==> src/rtl/uart_pkg.sv <==
`default_nettype none
// ============================================================================
//  Module   : uart_pkg
//  Brief    : Shared types and constants for the UART receive path.
//  Revision : 1.0  initial release
// ============================================================================
package uart_pkg;

    // Receiver frame-tracking states
    typedef enum logic [2:0] {
        IDLE   = 3'd0,
        START  = 3'd1,
        DATA   = 3'd2,
        PARITY = 3'd3,
        STOP   = 3'd4
    } rx_state_t;

    // 16x oversampling, sampling on the 8th tick of each bit (mid-bit)
    localparam int OVERSAMPLE = 16;
    localparam int MID_SAMPLE = 7;

    // One received character with its error flags
    typedef struct packed {
        logic       perr;
        logic       ferr;
        logic [7:0] data;
    } rx_word_t;

endpackage
`default_nettype wire

==> src/rtl/uart_rx_fifo.sv <==
`default_nettype none
// ============================================================================
//  Module   : uart_rx_fifo
//  Brief    : Synchronous show-ahead FIFO of received words. A push into a
//             full FIFO is accepted only when a pop happens in the same cycle.
//  Revision : 1.0  initial release
// ============================================================================
module uart_rx_fifo
    import uart_pkg::*;
#(
    parameter int DEPTH = 4
) (
    input  logic     clk,
    input  logic     rst,
    input  logic     i_push,
    input  logic     i_pop,
    input  rx_word_t i_wdata,
    output rx_word_t o_rdata,
    output logic     o_empty,
    output logic     o_full
);

    localparam int                PTR_W     = $clog2(DEPTH);
    localparam logic [PTR_W-1:0]  c_ptr_one = PTR_W'(1);
    localparam logic [PTR_W:0]    c_cnt_one = (PTR_W + 1)'(1);
    localparam logic [PTR_W:0]    c_cnt_max = (PTR_W + 1)'(DEPTH);

    rx_word_t          r_mem [DEPTH];
    logic [PTR_W-1:0]  r_wptr;
    logic [PTR_W-1:0]  r_rptr;
    logic [PTR_W:0]    r_count;
    logic              w_do_push;
    logic              w_do_pop;

    assign o_empty   = (r_count == '0);
    assign o_full    = (r_count == c_cnt_max);
    assign w_do_pop  = i_pop && !o_empty;
    assign w_do_push = i_push && (!o_full || w_do_pop);
    // Head is gated to zero while empty so DATA reads back clean
    assign o_rdata   = o_empty ? '0 : r_mem[r_rptr];

    // Pointer and occupancy bookkeeping
    always_ff @(posedge clk) begin
        if (rst) begin
            r_wptr  <= '0;
            r_rptr  <= '0;
            r_count <= '0;
        end else begin
            if (w_do_push) r_wptr <= r_wptr + c_ptr_one;
            if (w_do_pop)  r_rptr <= r_rptr + c_ptr_one;
            unique case ({w_do_push, w_do_pop})
                2'b10:   r_count <= r_count + c_cnt_one;
                2'b01:   r_count <= r_count - c_cnt_one;
                default: r_count <= r_count;
            endcase
        end
    end

    // Storage array; contents are don't-care until written
    always_ff @(posedge clk) begin
        if (w_do_push) r_mem[r_wptr] <= i_wdata;
    end

endmodule
`default_nettype wire

==> src/rtl/uart_rx_core.sv <==
`default_nettype none
// ============================================================================
//  Module   : uart_rx_core
//  Brief    : UART receive engine: rxd synchronizer, 16x tick generator,
//             deframing FSM and a show-ahead word FIFO with error flags.
//  Revision : 1.0  initial release
// ============================================================================
module uart_rx_core
    import uart_pkg::*;
#(
    parameter int BAUD_DIV0  = 27,
    parameter int BAUD_DIV1  = 14,
    parameter int BAUD_DIV2  = 7,
    parameter int BAUD_DIV3  = 4,
    parameter int PARITY_EN  = 1,
    parameter int PARITY_ODD = 0,
    parameter int FIFO_DEPTH = 4
) (
    input  logic       clk,
    input  logic       rst,
    input  logic       rxd,
    input  logic       ctrl_rxen,
    input  logic [1:0] ctrl_baud,
    input  logic       lpmode_en,
    input  logic [7:0] lpmode_div,
    input  logic       rd_en,
    output logic [7:0] rd_data,
    output logic       rd_ferr,
    output logic       rd_perr,
    output logic       stat_rxe,
    output logic       stat_busy,
    output logic       irq_rx,
    output logic       rx_ovf
);

    localparam int   SUB_W = $clog2(OVERSAMPLE);
    localparam logic c_odd = (PARITY_ODD != 0);

    logic             r_rxd_s1;
    logic             r_rxd_s2;
    logic             r_rxd_prev;
    logic [8:0]       w_div_sel;
    logic [8:0]       w_div_eff;
    logic [8:0]       r_div;
    logic [7:0]       r_tick_cnt;
    logic             w_tick;
    rx_state_t        r_state;
    logic [SUB_W-1:0] r_sub;
    logic [2:0]       r_bit;
    logic [7:0]       r_data;
    logic             r_perr;
    logic             r_push;
    rx_word_t         r_word;
    logic             w_sample;
    logic             w_start_edge;
    rx_word_t         w_head;
    logic             w_empty;
    logic             w_full;

    // Two-flop synchronizer plus one history flop for falling-edge detect
    always_ff @(posedge clk) begin
        if (rst) begin
            r_rxd_s1   <= 1'b1;
            r_rxd_s2   <= 1'b1;
            r_rxd_prev <= 1'b1;
        end else begin
            r_rxd_s1   <= rxd;
            r_rxd_s2   <= r_rxd_s1;
            r_rxd_prev <= r_rxd_s2;
        end
    end

    // Requested divider; the effective one is only re-read at count 0 so a
    // change never truncates or stretches the tick period in progress
    always_comb begin
        w_div_sel = 9'(BAUD_DIV0);
        if (lpmode_en) begin
            w_div_sel = {1'b0, lpmode_div} + 9'd1;
        end else begin
            unique case (ctrl_baud)
                2'd0:    w_div_sel = 9'(BAUD_DIV0);
                2'd1:    w_div_sel = 9'(BAUD_DIV1);
                2'd2:    w_div_sel = 9'(BAUD_DIV2);
                default: w_div_sel = 9'(BAUD_DIV3);
            endcase
        end
        w_div_eff = (r_tick_cnt == 8'd0) ? w_div_sel : r_div;
    end

    assign w_tick = ctrl_rxen && ({1'b0, r_tick_cnt} == (w_div_eff - 9'd1));

    // 16x tick counter, parked at 0 while the receiver is disabled
    always_ff @(posedge clk) begin
        if (rst) begin
            r_tick_cnt <= 8'd0;
            r_div      <= 9'(BAUD_DIV0);
        end else begin
            r_div <= w_div_eff;
            if (!ctrl_rxen || w_tick) r_tick_cnt <= 8'd0;
            else                      r_tick_cnt <= r_tick_cnt + 8'd1;
        end
    end

    assign w_sample     = w_tick && (r_sub == SUB_W'(MID_SAMPLE));
    assign w_start_edge = r_rxd_prev && !r_rxd_s2;

    // Deframing FSM; the sub-bit counter free-runs on ticks once a start
    // edge is seen, so every bit is sampled 16 ticks after the previous one
    always_ff @(posedge clk) begin
        if (rst) begin
            r_state <= IDLE;
            r_sub   <= '0;
            r_bit   <= 3'd0;
            r_data  <= 8'd0;
            r_perr  <= 1'b0;
            r_push  <= 1'b0;
            r_word  <= '0;
        end else if (!ctrl_rxen) begin
            r_state <= IDLE;
            r_sub   <= '0;
            r_push  <= 1'b0;
        end else begin
            r_push <= 1'b0;
            if (w_tick) r_sub <= r_sub + SUB_W'(1);
            unique case (r_state)
                IDLE: begin
                    r_sub <= '0;
                    if (w_start_edge) r_state <= START;
                end
                START: begin
                    if (w_sample) begin
                        r_bit   <= 3'd0;
                        r_perr  <= 1'b0;
                        r_state <= r_rxd_s2 ? IDLE : DATA;
                    end
                end
                DATA: begin
                    if (w_sample) begin
                        r_data <= {r_rxd_s2, r_data[7:1]};
                        r_bit  <= r_bit + 3'd1;
                        if (r_bit == 3'd7) r_state <= (PARITY_EN != 0) ? PARITY : STOP;
                    end
                end
                PARITY: begin
                    if (w_sample) begin
                        r_perr  <= ((^r_data) ^ r_rxd_s2) != c_odd;
                        r_state <= STOP;
                    end
                end
                STOP: begin
                    if (w_sample) begin
                        r_word.perr <= r_perr;
                        r_word.ferr <= !r_rxd_s2;
                        r_word.data <= r_data;
                        r_push      <= 1'b1;
                        r_state     <= IDLE;
                    end
                end
                default: r_state <= IDLE;
            endcase
        end
    end

    uart_rx_fifo #(
        .DEPTH   (FIFO_DEPTH)
    ) u_fifo (
        .clk     (clk),
        .rst     (rst),
        .i_push  (r_push),
        .i_pop   (rd_en),
        .i_wdata (r_word),
        .o_rdata (w_head),
        .o_empty (w_empty),
        .o_full  (w_full)
    );

    assign rx_ovf    = r_push && w_full && !rd_en;
    assign irq_rx    = r_push && !rx_ovf;
    assign rd_data   = w_head.data;
    assign rd_ferr   = w_head.ferr;
    assign rd_perr   = w_head.perr;
    assign stat_rxe  = w_empty;
    assign stat_busy = (r_state != IDLE);

endmodule
`default_nettype wire
==> config.mk <==
export PLATFORM = sky130hd
export DESIGN_NAME = uart_rx_core
export DESIGN_NICKNAME = d
export VERILOG_FILES = /design/src/rtl/uart_pkg.sv /design/src/rtl/uart_rx_fifo.sv /design/src/rtl/uart_rx_core.sv
export SDC_FILE = /design/constraint.sdc
export NUM_CORES = 1
export LEC_CHECK = 0
export CAP_MARGIN = 20
export CORE_MARGIN = 4
export CORE_UTILIZATION = 36
export DETAILED_ROUTE_END_ITERATION = 8
export PLACE_DENSITY_LB_ADDON = 0.08
export SLEW_MARGIN = 10
export SYNTH_ARGS = -nofsm -noshare
export SYNTH_HDL_FRONTEND = slang
export SYNTH_SLANG_ARGS = --single-unit
==> constraint.sdc <==
create_clock -name clk -period 8.1 [get_ports clk]
set_input_delay 0.81 -clock clk [delete_from_list [all_inputs] [get_ports clk]]
set_output_delay 0.81 -clock clk [all_outputs]
set_load 0.1 [all_outputs]
==> summary.txt, run 1 <==
Yosys
  • Top post-synthesis cells by count: dfxtp_1, edfxtp_1, nor2_1
  • Avg Synthesized Cell Area: 10.5 um2
  • Count leader, synth: dfxtp_1
  • Post-synth EDFFs: 40
  • Syn Std Cell Area: 0.00494 mm2
  • Synthesized net count: 500
  • Cells after Synth: 471
  • Top FF cell, synth: dfxtp_1
  • Sequential share of the synthesized area: 0.482
  • Synth top area cells: edfxtp_1, dfxtp_1, mux4_2
  • Asr flop ratio synth: 0
  • Post-synth cell types: about 60
  • Ys Warns: 0
  • Synthesis-stage register bit count: 99
  • Yosys top cell area share: 0.243
  • Synth area leader: edfxtp_1

Job
  • Max_cap viols: 0

Hold path
  • Hold Crit Class: flop to flop

Layout
  • Design area: 0.00570 mm2
  • Fin nets: ~520
  • Fillcell total: between 1,000 and 1,500
  • Share of layout cells above drive strength 1: 0.101
  • # diodes: 0
  • Storage element area: 0.00238 mm2
  • Multi-input logic area: 0.00241 mm2
  • Area growth syn-to-layout: 15.4%

Placement
  • Gp weighted congestion: roughly 0.77
  • Input/output buffers: 29
  • DP HPWL: 7.19 mm
  • Placed cell area: between 0.005 and 0.006 mm2

Drt
  • DRT antenna net count: 0
  • Via/cell ratio: 5.22
  • Drt wl/cell: 15.2 um
  • Residual DRC: 0
  • Drt total wl: 10.2 mm
  • Via count: approximately 3,500
  • Iteration-0 DRC Markers: 191
  • DR pass1 iterations: 4

CTS
  • Setup Fix Bufs, Post-CTS: 0
  • Max Root-Sink Buffers: 2
  • Num CTS Buffers: 9
  • Clk_lat worst skew: 0.35 ns
  • H-tree Lvls: 3
  • Clk slew on worst S/H paths: 0.07 ns
  • TritonCTS clock tree: done
  • CTS-repair resized insts: 0
  • CTS root buffer: clkbuf_16
  • Sink Count: 99
  • Hold_buf cts: 0

Setup path
  • Crit-path max FO: 22
  • Critical Path RT: 8.38 ns
  • Arr. time, crit path: 4.91 ns
  • CP Class: flop to flop
  • CP endpoint kind: flop
  • Critical Path Source Type: flop

Floorplanning
  • Placeable Area: 0.0133 mm2
  • Die Width: 125 um
  • Die ar.: around 0.016 mm2
  • Die Y-Extent: ~130 um
  • Initial Util: 0.370
  • Num rows: 42
  • Io pins: 30

Timing
  • Clock period minus worst slack: ~4.6 ns
  • Endpoints failing setup: 0
  • Final Hold Fails: 0
  • RSZ-0062 raised after global routing: false
  • Crit share post-route: 0.571
  • Clk_skew: 0.00534 ns
  • Final slew viol count: 0
  • Max Clock Freq: 216 MHz
  • Max-slew headroom: 0.351
  • Worst Max-Slew Pin Slew: 0.971 ns
  • TNS Setup: 0 ns

Global route
  • First-pass GRT wire length: 17.3 mm
  • Initial antenna violation count: 0
  • Met2 Track Usage GR: 0.225
  • GRT Total Usage: 0.136
  • Pin count of the biggest net entering global routing: between 50 and 60
  • Met1 usage: 0.175
  • GR met3 Demand/Resource: 0.0320
  • Total grt overflow: 0
  • Gr busiest metal: met2
  • Number of global-route vias before repair: between 3,000 and 4,000

Pwr
  • Sequential power share: 0.489
  • Max rail drop VDD: 96.7 uV
  • Net Sw Frac: 0.235
  • Clock share of power: 0.423
  • Pwr dens: 189 mW/mm2
  • Combinational share of power: 0.088
  • Cell internal pwr: 824 uW
  • P_leak: approximately 2.0 nW
  • Sw power: approximately 250 uW

Status
  • Status: finished clean
[flip-flops by register name, summed over array words and instances (netlist names), 2 cells and up, named ones only]
register        count
r_word             10
u_fifo.r_rptr       2
r_sub               4
r_bit               3
u_fifo.r_wptr       2
u_fifo.r_mem       40
r_state             3
r_data              8
r_div               9
r_tick_cnt          8
u_fifo.r_count      3
[final cells by class]
class / count / share of cell area
multi-input cells: 333 / 0.423
flip-flops and latches: 99 / 0.418
repair buffers: 32 / 0.0549
clock buffers: 11 / 0.0446
well taps: 176 / 0.0386
clock inverters: 5 / 0.0112
inverters: 15 / 0.00988
[cell families (layout without fill, tap and decap cells)]
kind of cell             Yosys count  in the layout  synth area share
AO/OA/AOI/OAI                     89             89             0.113
XOR/XNOR                          29             29            0.0514
adder cells (fa/ha/maj)           13             13            0.0344
buffers and inverters             39             63            0.0312
flip-flops                        99             99             0.482
multiplexers                      25             25            0.0778
AND/OR/NAND/NOR                  177            177             0.210
[power by group through the flow]
stage | clock network [mW] | logic [mW] | registers [mW]
after detailed placement | 0 | 0.0949 | 0.538
after global routing | 0.491 | 0.105 | 0.528
after global placement | 0 | 0.0943 | 0.538
final | 0.455 | 0.0946 | 0.527
after CTS | 0.473 | 0.0954 | 0.526
after floorplan | 0 | 0.0704 | 0.536
[metal layers]
layer	wire length [um]	vias up
met5	0	-
met4	169	0
met3	335	12
met2	5040	51
met1	4640	1677
li1	-	1762
[critical path, cell delays in order, from the launching register on]
cell,delay (ns)
dfxtp_1,0.34
inv_1,0.14
ha_1,0.19
nor4b_4,0.33
nand2_2,0.30
a211oi_1,0.33
a21oi_1,0.14
ha_1,0.37
xor2_1,0.23
or3_1,0.34
a31o_2,0.24
mux2_2,0.28
nor4_4,0.23
o221ai_2,0.41
or4_1,0.53
a21oi_1,0.16
[final timing paths]
| path | start | end | slack (ns) | cells after the start |
|---|---|---|---|---|
| setup / recovery | r_tick_cnt[0] | r_sub[2] | 3.47 | 15 |
| hold / removal | r_rxd_s1 | r_rxd_s2 | 0.42 | 1 |
| setup reg to reg | r_tick_cnt[0] | r_sub[2] | 3.47 | 15 |
| hold reg to reg | r_rxd_s1 | r_rxd_s2 | 0.42 | 1 |
[cells in the final DEF (no fill, tap or decap), types with 3 or more instances in the layout]
cell type / n
or3_1: 10
nand2b_1: 13
nor3_1: 12
and2_1: 11
clkbuf_16: 10
nand3b_1: 3
a21oi_1: 29
inv_1: 15
nand4_1: 13
nor3b_1: 3
buf_4: 3
ha_1: 12
edfxtp_1: 40
a211oi_1: 4
a22oi_1: 3
nand2_1: 17
nand3_1: 18
o311ai_1: 3
clkdlybuf4s50_1: 29
mux4_2: 10
and3_1: 6
mux2_2: 3
xnor2_1: 19
xor2_1: 10
a31oi_1: 3
inv_6: 3
or2_2: 6
dfxtp_1: 59
o21ai_0: 27
nor2b_1: 17
nor2_1: 34
a21o_1: 3
mux2i_1: 11
[per-stage QoR]
step / util / hold WS (ns) / setup WS, ns / power [mW] / std cells
2_1_floorplan: - / 0.389 / 4.43 / 0.607 / 471
3_3_place_gp: 0.403 / 0.397 / 3.35 / 0.632 / 655
3_5_place_dp: 0.403 / 0.405 / 3.21 / 0.633 / 655
4_1_cts: 0.427 / 0.423 / 3.45 / 1.10 / 671
5_1_grt: 0.427 / 0.440 / 3.13 / 1.12 / 671
6_report: 0.427 / 0.416 / 3.47 / 1.08 / 671
Power figures use the tool's default switching activity.
==> inputs of run 2 (changes only) <==
==> constraint.sdc (replaced) <==
create_clock -name clk -period 4 [get_ports clk]
set_input_delay 0.4 -clock clk [delete_from_list [all_inputs] [get_ports clk]]
set_output_delay 0.4 -clock clk [all_outputs]
set_load 0.1 [all_outputs]
==> summary.txt, run 2 (synthesis results as in run 1) <==
Status
  • Status: finished clean

Setup path
  • Worst-path cell chain: inv_4, ha_4, nor4b_4, nand2_2, a211oi_2, a21oi_4, ha_4, xor2_4, or3_1, a31o_2, mux2_4, nor4_4, o221ai_4, or4_4, a21oi_2
  • Cell mode on critical path: ha_4
  • Critical Path Source Type: flop
  • Worst Path Buf+Inv: 1
  • CP endpoint kind: flop
  • Worst path slowest cell: or4_4
  • Largest delay contributor family on the critical path: simple AND/OR/NAND/NOR gates
  • Crit-path max FO: 7
  • Arr. time, crit path: 4.17 ns
  • Slowest Stage Delay on Critical Path: between 0.5 and 0.6 ns
  • CP Class: flop to flop
  • Critical Path RT: between 4 and 5 ns

Timing
  • Worst Max-Slew Pin Slew: ~0.97 ns
  • Max-slew headroom: 0.350
  • Final slew viol count: 0
  • Final Hold Fails: 0
  • Endpoints failing setup: 0
  • Max Clock Freq: 258 MHz
  • Crit share post-route: 0.971
  • Clock period minus worst slack: 3.88 ns
  • RSZ-0062 raised after global routing: true
  • Clk_skew: 0.00594 ns

Drt
  • Iteration-0 DRC Markers: 240
  • Drt wl/cell: 15.5 um
  • Via count: about 3,500
  • Via/cell ratio: between 5 and 6
  • Residual DRC: 0
  • DR pass1 iterations: 4
  • Drt total wl: 10.7 mm
  • DRT antenna net count: 0

Placement
  • DP HPWL: ~7.5 mm
  • Gp weighted congestion: 0.774
  • Placed cell area: 0.00547 mm2
  • Input/output buffers: 29

Global route
  • GRT Total Usage: 0.139
  • Initial antenna violation count: 0
  • Pin count of the biggest net entering global routing: 38
  • Number of global-route vias before repair: 3,422
  • Total grt overflow: 0
  • First-pass GRT wire length: approximately 17 mm

Floorplanning
  • Num rows: 42
  • Io pins: 30
  • Initial Util: 0.370
  • Die Width: 125 um
  • Die ar.: 0.0157 mm2
  • Die Y-Extent: 125 um
  • Placeable Area: 0.0133 mm2

Pwr
  • P_leak: 2.12 nW
  • Pwr dens: about 360 mW/mm2
  • Max rail drop VDD: 202 uV

Layout
  • Design area: roughly 0.0059 mm2
  • Register with the most flip-flops: u_fifo.r_mem
  • Most common cell after layout, fill and taps aside: dfxtp_1
  • Share of layout cells above drive strength 1: 0.167
  • Layout Utilization: 0.442
  • Largest regs: u_fifo.r_mem: 40 flops, r_word: 10 flops, r_div: 9 flops
  • Multi-input logic area: between 0.002 and 0.003 mm2
  • Area growth syn-to-layout: 19.6%
  • Storage element area: 0.00239 mm2
  • # diodes: 0
  • Max reg flops: 40
  • Fillcell total: 1,289
  • Fin nets: 538
  • Commonest non-fill, non-tap cells in the layout: dfxtp_1, edfxtp_1, nor2_1, a21oi_1

CTS
  • Clk slew on worst S/H paths: around 0.07 ns
  • H-tree Lvls: 3
  • Max Root-Sink Buffers: 2
  • Clk_lat worst skew: approximately 0.35 ns
  • TritonCTS clock tree: done
  • CTS root buffer: clkbuf_16
  • Sink Count: 99
  • Num CTS Buffers: 9

Job
  • Max_cap viols: 0

Hold path
  • Hold Crit Class: flop to flop
-- run 2: changes by cell type in the layout (fill, tap and decap cells not counted), moves of 2 or more --
| cell | before | now |
|---|---|---|
| buf_4 | 3 | 25 |
| clkdlybuf4s50_1 | 29 | 26 |
| a21oi_1 | 29 | 27 |
| dfxtp_1 | 59 | 57 |
| ha_1 | 12 | 10 |
| ha_4 | 0 | 2 |
| inv_1 | 15 | 13 |
| inv_6 | 3 | 1 |
| nor3_1 | 12 | 10 |
| nor3_2 | 0 | 2 |
| o31ai_1 | 2 | 0 |
| o31ai_2 | 0 | 2 |
-- run 2: metal layers --
layer	share of wire	wire, um	global-route usage
met3	0.031	328	0.0401
met2	0.49	5210	0.229
met5	0	0	0
met1	0.47	5020	0.181
met4	0.014	152	0.0364
-- run 2: layout make-up --
class | instances | share of cell area
Clock buffer | 11 | 0.0394
Sequential cell | 99 | 0.404
Clock inverter | 5 | 0.00636
Timing Repair Buffer | 51 | 0.0758
Multi-Input combinational cell | 333 | 0.427
Inverter | 15 | 0.00996
Tap cell | 176 | 0.0373
-- run 2: through the flow --
stage / cells / worst slack (ns) / total power [mW] / hold slack, ns / setup TNS [ns]
floorplan: 471 / 0.333 / 1.23 / 0.389 / 0
global placement: 668 / 0.165 / 1.29 / 0.393 / 0
detailed placement: 668 / 0.107 / 1.29 / 0.398 / 0
CTS: 684 / 0.169 / 2.11 / 0.424 / 0
global route: 690 / -0.0836 / 2.22 / 0.441 / -0.536
finish: 690 / 0.117 / 2.11 / 0.424 / 0
-- run 2: power by group --
| group | switching [mW] | internal [mW] |
|---|---|---|
| Clock | 0.388 | 0.425 |
| Combinational | 0.125 | 0.107 |
| Sequential | 0.0107 | 1.06 |
| Total | 0.524 | 1.59 |
-- run 2: final timing paths --
path,start,to,slack [ns],depth (start not counted)
worst max register to register,r_tick_cnt[1],r_sub[2],0.12,15
worst min register to register,r_rxd_s1,r_rxd_s2,0.42,1
worst max-delay path,r_tick_cnt[1],r_sub[2],0.12,15
worst min-delay path,r_rxd_s1,r_rxd_s2,0.42,1
-- run 2: timing repair --
action                                  4_1_cts  5_1_grt
resized for setup                             0       25
hold buffers                                  0        0
buffers inserted                              0        6
endpoints found under the setup margin        0       33
